## config.mk

```make
export PLATFORM = sky130hd
export DESIGN_NAME = fazyrv_alu_seq
export DESIGN_NICKNAME = d
export VERILOG_FILES = /design/src/rtl/fazyrv_alu_seq.sv
export SDC_FILE = /design/constraint.sdc
export NUM_CORES = 1
export LEC_CHECK = 0
export CAP_MARGIN = 20
export CORE_AREA = 5 5 123 125
export CTS_CLUSTER_SIZE = 24
export DETAILED_ROUTE_END_ITERATION = 16
export DIE_AREA = 0 0 128 130
export HOLD_SLACK_MARGIN = 0.1
export PLACE_DENSITY = 0.74
export SETUP_SLACK_MARGIN = 0.02
export SLEW_MARGIN = 5
export SYNTH_ARGS = -nofsm -noshare
export SYNTH_HDL_FRONTEND = slang
export SYNTH_SLANG_ARGS = --single-unit
```

## constraint.sdc

```tcl
create_clock -name clk_i -period 4.9 [get_ports clk_i]
set_input_delay 0.98 -clock clk_i [delete_from_list [all_inputs] [get_ports clk_i]]
set_output_delay 0.98 -clock clk_i [all_outputs]
set_load 0.02 [all_outputs]
```

## src/rtl/fazyrv_alu_seq.sv

```systemverilog
// Sequencer that feeds 32-bit operands chunk by chunk into an external chunked ALU
// and reassembles the result; one operation in flight, valid/ready on both sides.
module fazyrv_alu_seq #(
  parameter int CHUNKSIZE = 8
) (
  input  logic                 clk_i,
  input  logic                 rst_i,
  input  logic                 req_valid_i,
  output logic                 req_ready_o,
  input  logic [31:0]          op_a_i,
  input  logic [31:0]          op_b_i,
  input  logic [3:0]           op_i,
  output logic                 lsb_o,
  output logic                 msb_o,
  output logic [CHUNKSIZE-1:0] rs_a_o,
  output logic [CHUNKSIZE-1:0] rs_b_o,
  input  logic [CHUNKSIZE-1:0] alu_res_i,
  input  logic                 alu_cmp_i,
  output logic                 sel_arith_o,
  output logic                 en_a_o,
  output logic                 op_sub_o,
  output logic                 op_xor_o,
  output logic                 op_and_o,
  output logic                 cmp_signd_o,
  output logic                 cmp_eq_o,
  output logic                 cmp_keep_o,
  output logic                 rsp_valid_o,
  input  logic                 rsp_ready_i,
  output logic [31:0]          rsp_data_o,
  output logic                 rsp_cmp_o
);

  localparam int ITER = 32 / CHUNKSIZE;
  localparam logic [5:0] CNT_LAST = 6'(ITER - 1);

  typedef enum logic [1:0] {S_IDLE, S_RUN, S_DONE} state_t;

  state_t      r_state;
  logic [31:0] r_a;
  logic [31:0] r_b;
  logic [3:0]  r_op;
  logic [5:0]  r_cnt;
  logic [31:0] r_sh;
  logic [31:0] r_data;
  logic        r_cmp;
  logic        r_valid;
  logic        r_lsb;
  logic        r_msb;
  logic [6:0]  r_ctrl;
  logic [31:0] w_res_next;
  logic        w_is_cmp;

  // Control bundle order: {sel_arith, en_a, op_sub, op_xor, op_and, cmp_signd, cmp_eq}
  function automatic logic [6:0] decode(input logic [3:0] op);
    case (op)
      4'd1:    decode = 7'b1100000;
      4'd2:    decode = 7'b1110000;
      4'd3:    decode = 7'b0100010;
      4'd4:    decode = 7'b0100000;
      4'd5:    decode = 7'b0100001;
      4'd6:    decode = 7'b0101000;
      4'd7:    decode = 7'b0100000;
      4'd8:    decode = 7'b0100100;
      default: decode = 7'b1000000;
    endcase
  endfunction

  // New chunk enters at the top; after ITER shifts the LSB chunk sits at bit 0.
  assign w_res_next = 32'({alu_res_i, r_sh} >> CHUNKSIZE);
  assign w_is_cmp   = (r_op == 4'd3) || (r_op == 4'd4) || (r_op == 4'd5);

  always_ff @(posedge clk_i or posedge rst_i) begin
    if (rst_i) begin
      r_state <= S_IDLE;
      r_a     <= '0;
      r_b     <= '0;
      r_op    <= '0;
      r_cnt   <= '0;
      r_sh    <= '0;
      r_data  <= '0;
      r_cmp   <= 1'b0;
      r_valid <= 1'b0;
      r_lsb   <= 1'b0;
      r_msb   <= 1'b0;
      r_ctrl  <= '0;
    end else begin
      case (r_state)
        S_IDLE: begin
          if (req_valid_i) begin
            r_a     <= op_a_i;
            r_b     <= op_b_i;
            r_op    <= op_i;
            r_cnt   <= CNT_LAST;
            r_ctrl  <= decode(op_i);
            r_lsb   <= 1'b1;
            r_msb   <= (ITER == 1);
            r_state <= S_RUN;
          end
        end
        S_RUN: begin
          r_a   <= r_a >> CHUNKSIZE;
          r_b   <= r_b >> CHUNKSIZE;
          r_sh  <= w_res_next;
          r_lsb <= 1'b0;
          if (r_cnt == 6'd0) begin
            r_data  <= w_res_next;
            r_cmp   <= alu_cmp_i & w_is_cmp;
            r_ctrl  <= '0;
            r_msb   <= 1'b0;
            r_valid <= 1'b1;
            r_state <= S_DONE;
          end else begin
            r_cnt <= r_cnt - 6'd1;
            r_msb <= (r_cnt == 6'd1);
          end
        end
        S_DONE: begin
          if (rsp_ready_i) begin
            r_valid <= 1'b0;
            r_state <= S_IDLE;
          end
        end
        default: r_state <= S_IDLE;
      endcase
    end
  end

  // Ready is held low for the whole reset pulse, not just until the next edge.
  assign req_ready_o = (r_state == S_IDLE) && !rst_i;
  assign lsb_o       = r_lsb;
  assign msb_o       = r_msb;
  assign rs_a_o      = r_a[CHUNKSIZE-1:0];
  assign rs_b_o      = r_b[CHUNKSIZE-1:0];
  assign {sel_arith_o, en_a_o, op_sub_o, op_xor_o, op_and_o, cmp_signd_o, cmp_eq_o} = r_ctrl;
  assign cmp_keep_o  = 1'b0;
  assign rsp_valid_o = r_valid;
  assign rsp_data_o  = r_data;
  assign rsp_cmp_o   = r_cmp;

endmodule

```

=== Yosys cells after proc, flatten, opt, wreduce, memory -nomap -nowiden ===
Memory sizes are Yosys's and may differ from the RTL's.
Index checks and enable logic that the tools add are counted.

* Register bits: 151
* ROM bits: 112
* Word-level logic and storage cells: 62
* Memories kept: 1

* Add/subtract/negate cells: 1
* Equality and inequality tests: 10
* Multiplexer cells: 22
* Bitwise gates (word level): 1
* Reduce and logical (&&, ||, !) cells: 15

{| class="wikitable"
|+ Memories
! memory !! words !! bits a word !! read ports !! clocked after Yosys merged registers in !! wr ports !! RTL line !! RTL
|-
| (no name shown) || 16 || 7 || 1 || 0 || 0 || 55 || <nowiki>case (op)</nowiki>
|}

{| class="wikitable"
|+ Operator list
! cell !! number
|-
| 32-bit one-hot mux with 2 select lines || 2
|-
| 32-bit 2-to-1 mux || 2
|-
| 7-bit 2-to-1 mux || 2
|-
| 7-bit one-hot mux with 2 select lines || 1
|-
| 6-bit 2-to-1 mux || 2
|-
| 6-bit one-hot mux with 2 select lines || 1
|-
| 3-bit AND reduction || 4
|-
| 4-bit by 3-bit equality test with 1-bit output, second input constant || 2
|-
| 2-bit inequality test, second input constant || 4
|-
| 6-bit by 1-bit equality test with 1-bit output, second input constant || 1
|-
| 6-bit logical NOT || 1
|-
| 2-bit 2-to-1 mux || 3
|-
| 1-bit one-hot mux with 2 select lines || 3
|-
| 2-bit one-hot mux with 3 select lines || 1
|-
| 2-bit AND reduction || 3
|-
| 6-bit by 1-bit subtractor with 6-bit output, second input constant || 1
|-
| 1-bit 2-to-1 mux || 5
|-
| 4-bit by 2-bit equality test with 1-bit output, second input constant || 1
|-
| 2-bit nonzero test || 2
|-
| 2-bit by 1-bit equality test with 1-bit output, second input constant || 1
|-
| 2-bit equality test, second input constant || 1
|-
| 2-bit logical NOT || 1
|-
| 1-bit logical OR || 2
|-
| 1-bit bitwise AND || 1
|-
| other kinds (2) || 2
|}

=== Logic depth before layout (Yosys ltp) ===
Gate-level depths: netlist of the first run.

* Depth in word-level cells: 4
* Depth in mapped cells: 7
* Gate-level depth less buffers: 5

=== Least setup slack after synthesis of the first run ===
No wires, ideal clock.

* Kind: input-to-output
* From: input port rst_i
* To: output port req_ready_o
* Arrival: 1.435 ns
* Required time: 3.920 ns
* Slack: 2.485 ns
* Stages: 1
* Buffers on the path: 0
* Cell sequence: nor3_1

* Longest elaborated chain between the ends: 2

{| class="wikitable"
|+ RTL lines
! what !! RTL line !! RTL
|-
| start: declaration || 7 || <nowiki>input logic rst_i,</nowiki>
|-
| 1-bit logical NOT || 129 || <nowiki>assign req_ready_o = (r_state == S_IDLE) && !rst_i;</nowiki>
|-
| 1-bit logical AND || 129 ||
|-
| end: declaration || 9 || <nowiki>output logic req_ready_o,</nowiki>
|}

No other way between the ends.

=== Worst setup path after layout of the first run ===
Ends and elaborated chain as after synthesis.

==> impl_metrics.toml, run 1 <==
[die]
die_w_um = 128
fp.dieH_um = 130
pin_count = 142
initial_core_util = 0.442
dieArea_um2 = 16600
core-area_um2 = 13800
rows = 43

[clocking]
htree_levels = 4
cts_buffer_depth = 2
cts_tree = "built"
ctsRootBufferMaster = "clkbuf_16"
postCtsSetupRepairBufs = 0
path_clk_slew_ps = 60
cts_buffers = 17
clock_latency_ps = 410
cts_resized = 0
clkSinkCount = 143
hold_buffers = 0

[yosys]
synthTopCellsByArea = "dfrtp_1 59%, nand2_1 14%, mux2_4 7.9%"
synth_most_common_cell = "nand2_1"
synthFlopType = "dfrtp_1"
yosysSeqAreaShare = 0.587
synth_common_cells = "223 x nand2_1, 143 x dfrtp_1, 48 x a22oi_1"
netlist_area_um2 = 6090
synth.distinct_cells = 36
yosys_warnings = 0
synth_edf_count = 0
synth-seq-cells = 143
syn_inst = 580
async_flop_share = 1.00
synth_fp_nets = 664
yosysTopAreaCell = "dfrtp_1"
yosysTopAreaCellShare = 0.587
syn_area_per_cell_um2 = 10.5

[timing]
clock-skew-final_ps = 6.42
setup_tns_ps = 0
period_share = 0.660
setup_viol_count_final = 0
finalHoldViolCount = 0
drv_slew = 0
fmax_ghz = 0.309
min_period_ps = 3230
worst_slew_pin_slew_ps = 782
grt_setup_unrepaired = "false"
slew_headroom = 0.478

[detailed_routing]
vias_per_cell = 5.07
first_iter_violations = 355
ant_nets = 0
post_drt_wl_per_cell_um = 16.1
drt-pass1-iter-count = 5
drt_wl_total_um = 14300
drc = 0
routed-via-count = 4495

[critical_path]
critPathMaxFanout = 2
worstPathArrival_ps = 2250
start_kind = "primary input"
cp-end-kind = "primary output"
critPathRequiredTime_ps = 3920
crit_type = "primary input to primary output"

[power]
p_leak_uw = 0.00398
irDropWorstVdd_mv = 0.252
p_per_area_nw_per_um2 = 676

[place]
io_buffers = 140
place_hpwl_um = 9350
placed_area_um2 = 7480
finalWeightedCongestion = 0.774

[finish]
antenna_cells = 0
layout.nets = 777
post-route-util = 0.589
drive_gt1_frac = 0.112
fin_area_um2 = 8120
syn_to_final_growth_pct = 33.2

[grt]
grt_max_degree = 116
grt_util_all_layers = 0.177
grt_overflow = 0
grt_pass1_wl_um = 23400
antenna_found_initial = 0
grt_pass1_vias = 4717

[status]
outcome = "finished clean"

[job]
cap_violations = 0

[min_path]
hp-class = "flip-flop to flip-flop"
[worst paths after layout]
kind | startpoint | to | slack [ps] | depth (start not counted)
hold reg to reg | r_a[7]$_DFFE_PP0P_ | r_a[7]$_DFFE_PP0P_ | 470 | 2
min in group asynchronous | rst_i | r_state[1]$_DFFE_PP0P_ | 910 | 2
setup / recovery | rst_i | req_ready_o | 1670 | 3
max in group asynchronous | rst_i | r_ctrl[3]$_DFFE_PP0P_ | 3260 | 3
setup reg to reg | r_state[0]$_DFFE_PP0P_ | r_ctrl[3]$_DFFE_PP0P_ | 2490 | 4
hold / removal | r_a[7]$_DFFE_PP0P_ | r_a[7]$_DFFE_PP0P_ | 470 | 2
[metrics by stage]
| step | hold WS, ps | power [uW] | cells | worst slack (ps) |
|---|---|---|---|---|
| floorplan | 441 | 3470 | 580 | 82.1 |
| global placement | 457 | 4140 | 852 | 1660 |
| detailed placement | 464 | 4220 | 852 | 1660 |
| CTS | 479 | 5510 | 884 | 1650 |
| global route | 502 | 5840 | 886 | 1560 |
| finish | 473 | 5490 | 886 | 1670 |
[where the power goes]
| part | internal (uW) | leakage, uW | switching [uW] |
|---|---|---|---|
| registers | 1690 | 0.00182 | 329 |
| logic | 1010 | 0.00187 | 1200 |
| clock network | 787 | 0.000290 | 470 |
[cell usage in the layout (no fill, tap or decap), types with 4 or more instances in the layout]
| cell type | count |
|---|---|
| clkbuf_16 | 17 |
| dfrtp_1 | 143 |
| clkdlybuf4s50_1 | 140 |
| nor3_1 | 6 |
| mux2_4 | 32 |
| o21ai_0 | 8 |
| nand3_1 | 23 |
| a21oi_1 | 4 |
| nand2_1 | 223 |
| a22oi_1 | 48 |
| buf_4 | 4 |
| clkinv_2 | 5 |
| nor2_1 | 4 |
[cell type report]
class	instances	area (um^2)
clock buffers	22	474
repair buffers	146	1490
multi-input cells	381	2220
well taps	180	225
inverters	4	20.0
flip-flops and latches	143	3580
fillers	1175	5650
clock inverters	10	110
[logic make-up after synthesis]
kind of cell | synth area share
simple gates | 0.188
other cells | 0.000615
mux | 0.0877
fa+ha+maj | 0.00616
flops | 0.587
buf+inv | 0.0515
compound gates | 0.0772
xor+xnor | 0.00144
[worst max-delay path, stage by stage]
cell and delay [ps]:
clkdlybuf4s50_1 480, nor3_1 160, clkdlybuf4s50_1 630
[state kept, by name (all words and copies together) (netlist names)]
name,count
lsb_o,1
msb_o,1
r_a,32
r_b,32
r_cnt,6
r_ctrl,7
r_op,4
r_sh,24
r_state,2
rsp_cmp_o,1
rsp_data_o,32
rsp_valid_o,1
[metal layers]
layer / up-vias / share of wire / GRT usage / routed length (um)
li1: 2147 / - / - / -
met1: 2196 / 0.41 / 0.214 / 5900
met2: 126 / 0.51 / 0.307 / 7330
met3: 26 / 0.053 / 0.0426 / 754
met4: 0 / 0.020 / 0.0687 / 288
met5: - / 0 / 0 / 0
(Power assumes the default switching activity.)
==> run 2, diff against run 1 <==
--- a/config.mk
+++ b/config.mk
@@ -11,7 +11,7 @@
 export DETAILED_ROUTE_END_ITERATION = 16
 export DIE_AREA = 0 0 128 130
 export HOLD_SLACK_MARGIN = 0.1
-export PLACE_DENSITY = 0.74
+export PLACE_DENSITY = 0.71
 export SETUP_SLACK_MARGIN = 0.02
 export SLEW_MARGIN = 5
 export SYNTH_ARGS = -nofsm -noshare
==> constraint.sdc (replaced) <==
create_clock -name clk_i -period 3.09 [get_ports clk_i]
set_input_delay 0.618 -clock clk_i [delete_from_list [all_inputs] [get_ports clk_i]]
set_output_delay 0.618 -clock clk_i [all_outputs]
set_load 0.02 [all_outputs]
==> impl_metrics.toml, run 2 (synthesis results as in run 1) <==
[clocking]
cts_buffers = 17
clock_latency_ps = 410
cts_buffer_depth = 2
cts_resized = 0
htree_levels = 4
cts_tree = "built"
hold_buffers = 0
path_clk_slew_ps = 60
ctsRootBufferMaster = "clkbuf_16"
postCtsSetupRepairBufs = 0
clkSinkCount = 143

[detailed_routing]
ant_nets = 0
drt-pass1-iter-count = 5
drt_wl_total_um = 14400
vias_per_cell = 5.07
first_iter_violations = 334
drc = 0
routed-via-count = 4506
post_drt_wl_per_cell_um = 16.2

[timing]
worst_slew_pin_slew_ps = 866
clock-skew-final_ps = 10.1
drv_slew = 0
setup_viol_count_final = 0
min_period_ps = 2490
slew_headroom = 0.423
fmax_ghz = 0.402
holdWs_ps = 471
grt_setup_unrepaired = "false"
setup_tns_ps = 0
period_share = 0.805
finalHoldViolCount = 0

[grt]
grt_util_all_layers = 0.180
grt_max_degree = 78
antenna_found_initial = 0
grt_pass1_vias = 4747
grt_overflow = 0
grt_pass1_wl_um = 23800

[power]
irDropWorstVdd_mv = 0.459
p_switching_uw = 3170
p_int_uw = 5640
p_sw_frac = 0.360
p_leak_uw = 0.00400
clkPwrFrac = 0.240
p_per_area_nw_per_um2 = 1080
p_seq_frac = 0.363
power_frac_comb = 0.397

[die]
core-area_um2 = 13800
dieArea_um2 = 16600
fp.dieH_um = 130
initial_core_util = 0.442
pin_count = 142
rows = 43
die_w_um = 128

[critical_path]
ff2ff_path_depth = 6
crit_type = "primary input to primary output"
critPathRequiredTime_ps = 2470
r2r_slack_ps = 1000
cp-end-kind = "primary output"
start_kind = "primary input"
worstPathArrival_ps = 1870
rr_endpoint = "r_a[1]$_DFFE_PP0P_"
r2r-start = "r_state[0]$_DFFE_PP0P_"
critPathMaxFanout = 2

[min_path]
hp-start = "r_sh[12]$_DFFE_PP0P_"
min_to = "r_sh[12]$_DFFE_PP0P_"
hold_path_depth = 2
hp-class = "flip-flop to flip-flop"

[finish]
layout.nets = 780
nFillCells = 1188
antenna_cells = 0
mostFrequentLayoutCells = "223 x nand2_1, 143 x dfrtp_1, 140 x clkdlybuf4s50_1"
layout_commonest_cell = "nand2_1"
drive_gt1_frac = 0.118
fin_area_um2 = 8180
syn_to_final_growth_pct = 34.2

[place]
place_hpwl_um = 9700
finalWeightedCongestion = 0.785
io_buffers = 140
placed_area_um2 = 7550

[status]
outcome = "finished clean"

[job]
cap_violations = 0
==> run 2: stage by stage <==
step,setup WS [ps],power (uW),util,std cells
floorplan,681,5500,-,580
detailed placement,592,6750,0.548,857
CTS,584,8910,0.594,889
finish,603,8810,0.594,889
global route,553,9370,0.594,889
global placement,610,6610,0.548,857
==> run 2: worst max path at each step <==
stage | startpoint | end
after floorplan | rst_i | lsb_o$_DFFE_PP0P_
after global routing | rst_i | req_ready_o
final | rst_i | req_ready_o
after detailed placement | rst_i | req_ready_o
after global placement | rst_i | req_ready_o
after CTS | rst_i | req_ready_o
==> run 2: metal layers <==
metal | wire length [um] | vias up | track usage
met5 | 0 | - | 0
met4 | 260 | 0 | 0.0618
met3 | 701 | 19 | 0.0495
met2 | 7170 | 126 | 0.291
met1 | 6300 | 2215 | 0.236
li1 | - | 2146 | -
==> run 2: final cells by class <==
class                   count  area [um^2]  share of cell area
flip-flops and latches    143         3580               0.437
inverters                   4         18.8             0.00229
clock buffers              22          494              0.0604
repair buffers            149         1510               0.184
multi-input cells         381         2220               0.272
clock inverters            10          133              0.0162
well taps                 180          225              0.0275
==> run 2: power groups by stage <==
stage | Clock [uW] | Combinational, uW | Sequential, uW
final | 2110 | 3500 | 3200
after floorplan | 0 | 2110 | 3390
after global placement | 0 | 3420 | 3190
after detailed placement | 0 | 3510 | 3230
after CTS | 2170 | 3540 | 3210
after global routing | 2240 | 3830 | 3300
==> run 2: critical path: stages <==
cell and delay, ps:
clkdlybuf4s50_1 470, nor3_1 150, clkdlybuf4s50_1 630
==> run 3, diff against run 2 <==
==> constraint.sdc (replaced) <==
create_clock -name clk_i -period 2.3 [get_ports clk_i]
set_input_delay 0.46 -clock clk_i [delete_from_list [all_inputs] [get_ports clk_i]]
set_output_delay 0.46 -clock clk_i [all_outputs]
set_load 0.02 [all_outputs]
==> impl_metrics.toml, run 3 (synthesis results as in run 1) <==
[clocking]
cts_resized = 0
path_clk_slew_ps = 60
cts_buffer_depth = 2
clock_latency_ps = 410
htree_levels = 4
ctsRootBufferMaster = "clkbuf_16"
hold_buffers = 0
clkSinkCount = 143
postCtsSetupRepairBufs = 0
cts_buffers = 17
cts_tree = "built"

[critical_path]
critPathBufInv = 1
slowest_stage = "clkdlybuf4s50_1"
start_kind = "flip-flop"
critPathMaxFanout = 2
path_depth = 1
max_stage_delay_ps = 660
cp-end-kind = "primary output"
path_delay_family = "buffers and inverters"
worstPathArrival_ps = 1410
crit_type = "flip-flop to primary output"
ff2ff_path_depth = 5
critPathRequiredTime_ps = 1840
crit_chain = "clkdlybuf4s50_1"

[grt]
grt_pass1_wl_um = 23500
grt_overflow = 0
grt_pass1_vias = 4551
antenna_found_initial = 0
grt_util_all_layers = 0.177
grt_max_degree = 78

[detailed_routing]
wl_met1_um = 6230
ant_nets = 0
vias_per_cell = 5.00
drc = 0
drt_wl_total_um = 14200
drt-pass1-iter-count = 5
wl_met2_um = 7040
routed-via-count = 4461
dr_wl_met3_um = 597
first_iter_violations = 347
post_drt_wl_per_cell_um = 15.9
highest_layer = "met4"

[finish]
syn_to_final_growth_pct = 34.7
drive_gt1_frac = 0.115
layout_commonest_cell = "nand2_1"
antenna_cells = 0
layout.nets = 783
mostFrequentLayoutCells = "223 x nand2_1, 143 x dfrtp_1, 139 x clkdlybuf4s50_1"

[timing]
setup_tns_ps = 0
clock-skew-final_ps = 7.67
min_period_ps = 1870
grt_setup_unrepaired = "false"
holdWs_ps = 348
fmax_ghz = 0.535
period_share = 0.813
drv_slew = 0
setup_viol_count_final = 0
finalHoldViolCount = 0

[place]
finalWeightedCongestion = 0.809
io_buffers = 140
place_hpwl_um = 9540

[die]
pin_count = 142
dieArea_um2 = 16600
die_w_um = 128
initial_core_util = 0.442
fp.dieH_um = 130
rows = 43
core-area_um2 = 13800

[min_path]
hp-class = "primary input to asynchronous set/reset pin"

[power]
p_leak_uw = 0.00404
irDropWorstVdd_mv = 0.705
p_per_area_nw_per_um2 = 1430

[job]
cap_violations = 0

[status]
outcome = "finished clean"
[run 3: final timing paths]
check                                      start                 endpoint  slack, ps
max                        r_ctrl[2]$_DFFE_PP0P_                 op_and_o        430
min                                        rst_i  rsp_valid_o$_DFFE_PP0P_        350
max reg2reg                 r_cnt[2]$_DFFE_PP0P_    r_ctrl[3]$_DFFE_PP0P_        480
min reg2reg                   r_b[0]$_DFFE_PP0P_       r_b[0]$_DFFE_PP0P_        470
max in group asynchronous                  rst_i      r_op[3]$_DFFE_PP0P_       1350
min in group clk_i            r_b[0]$_DFFE_PP0P_       r_b[0]$_DFFE_PP0P_        470
[run 3: metrics by stage]
step	cells	cell area, um^2	worst slack [ps]	util	total power [uW]
2_1_floorplan	580	6100	48.9	-	7390
3_3_place_gp	860	7630	136	0.554	8960
3_5_place_dp	860	7630	126	0.554	9140
4_1_cts	892	8210	75.0	0.596	11900
5_1_grt	892	8210	369	0.596	12500
6_report	892	8210	430	0.596	11700
[run 3: final cells by class]
cell class              instances  area, um^2
repair buffers                152        1580
fillers                      1168        5570
clock inverters                 6        80.1
multi-input cells             381        2220
flip-flops and latches        143        3580
well taps                     180         225
clock buffers                  26         499
inverters                       4        18.8
[run 3: routing by layer]
metal	track usage	vias to the layer above
li1	-	2153
met1	0.241	2180
met2	0.275	106
met3	0.0397	22
met4	0.0718	0
met5	0	-
[run 3: report_power, final]
group	total [uW]	internal (uW)	switching (uW)
registers	4310	3600	708
clock network	2670	1710	969
logic	4760	2220	2540
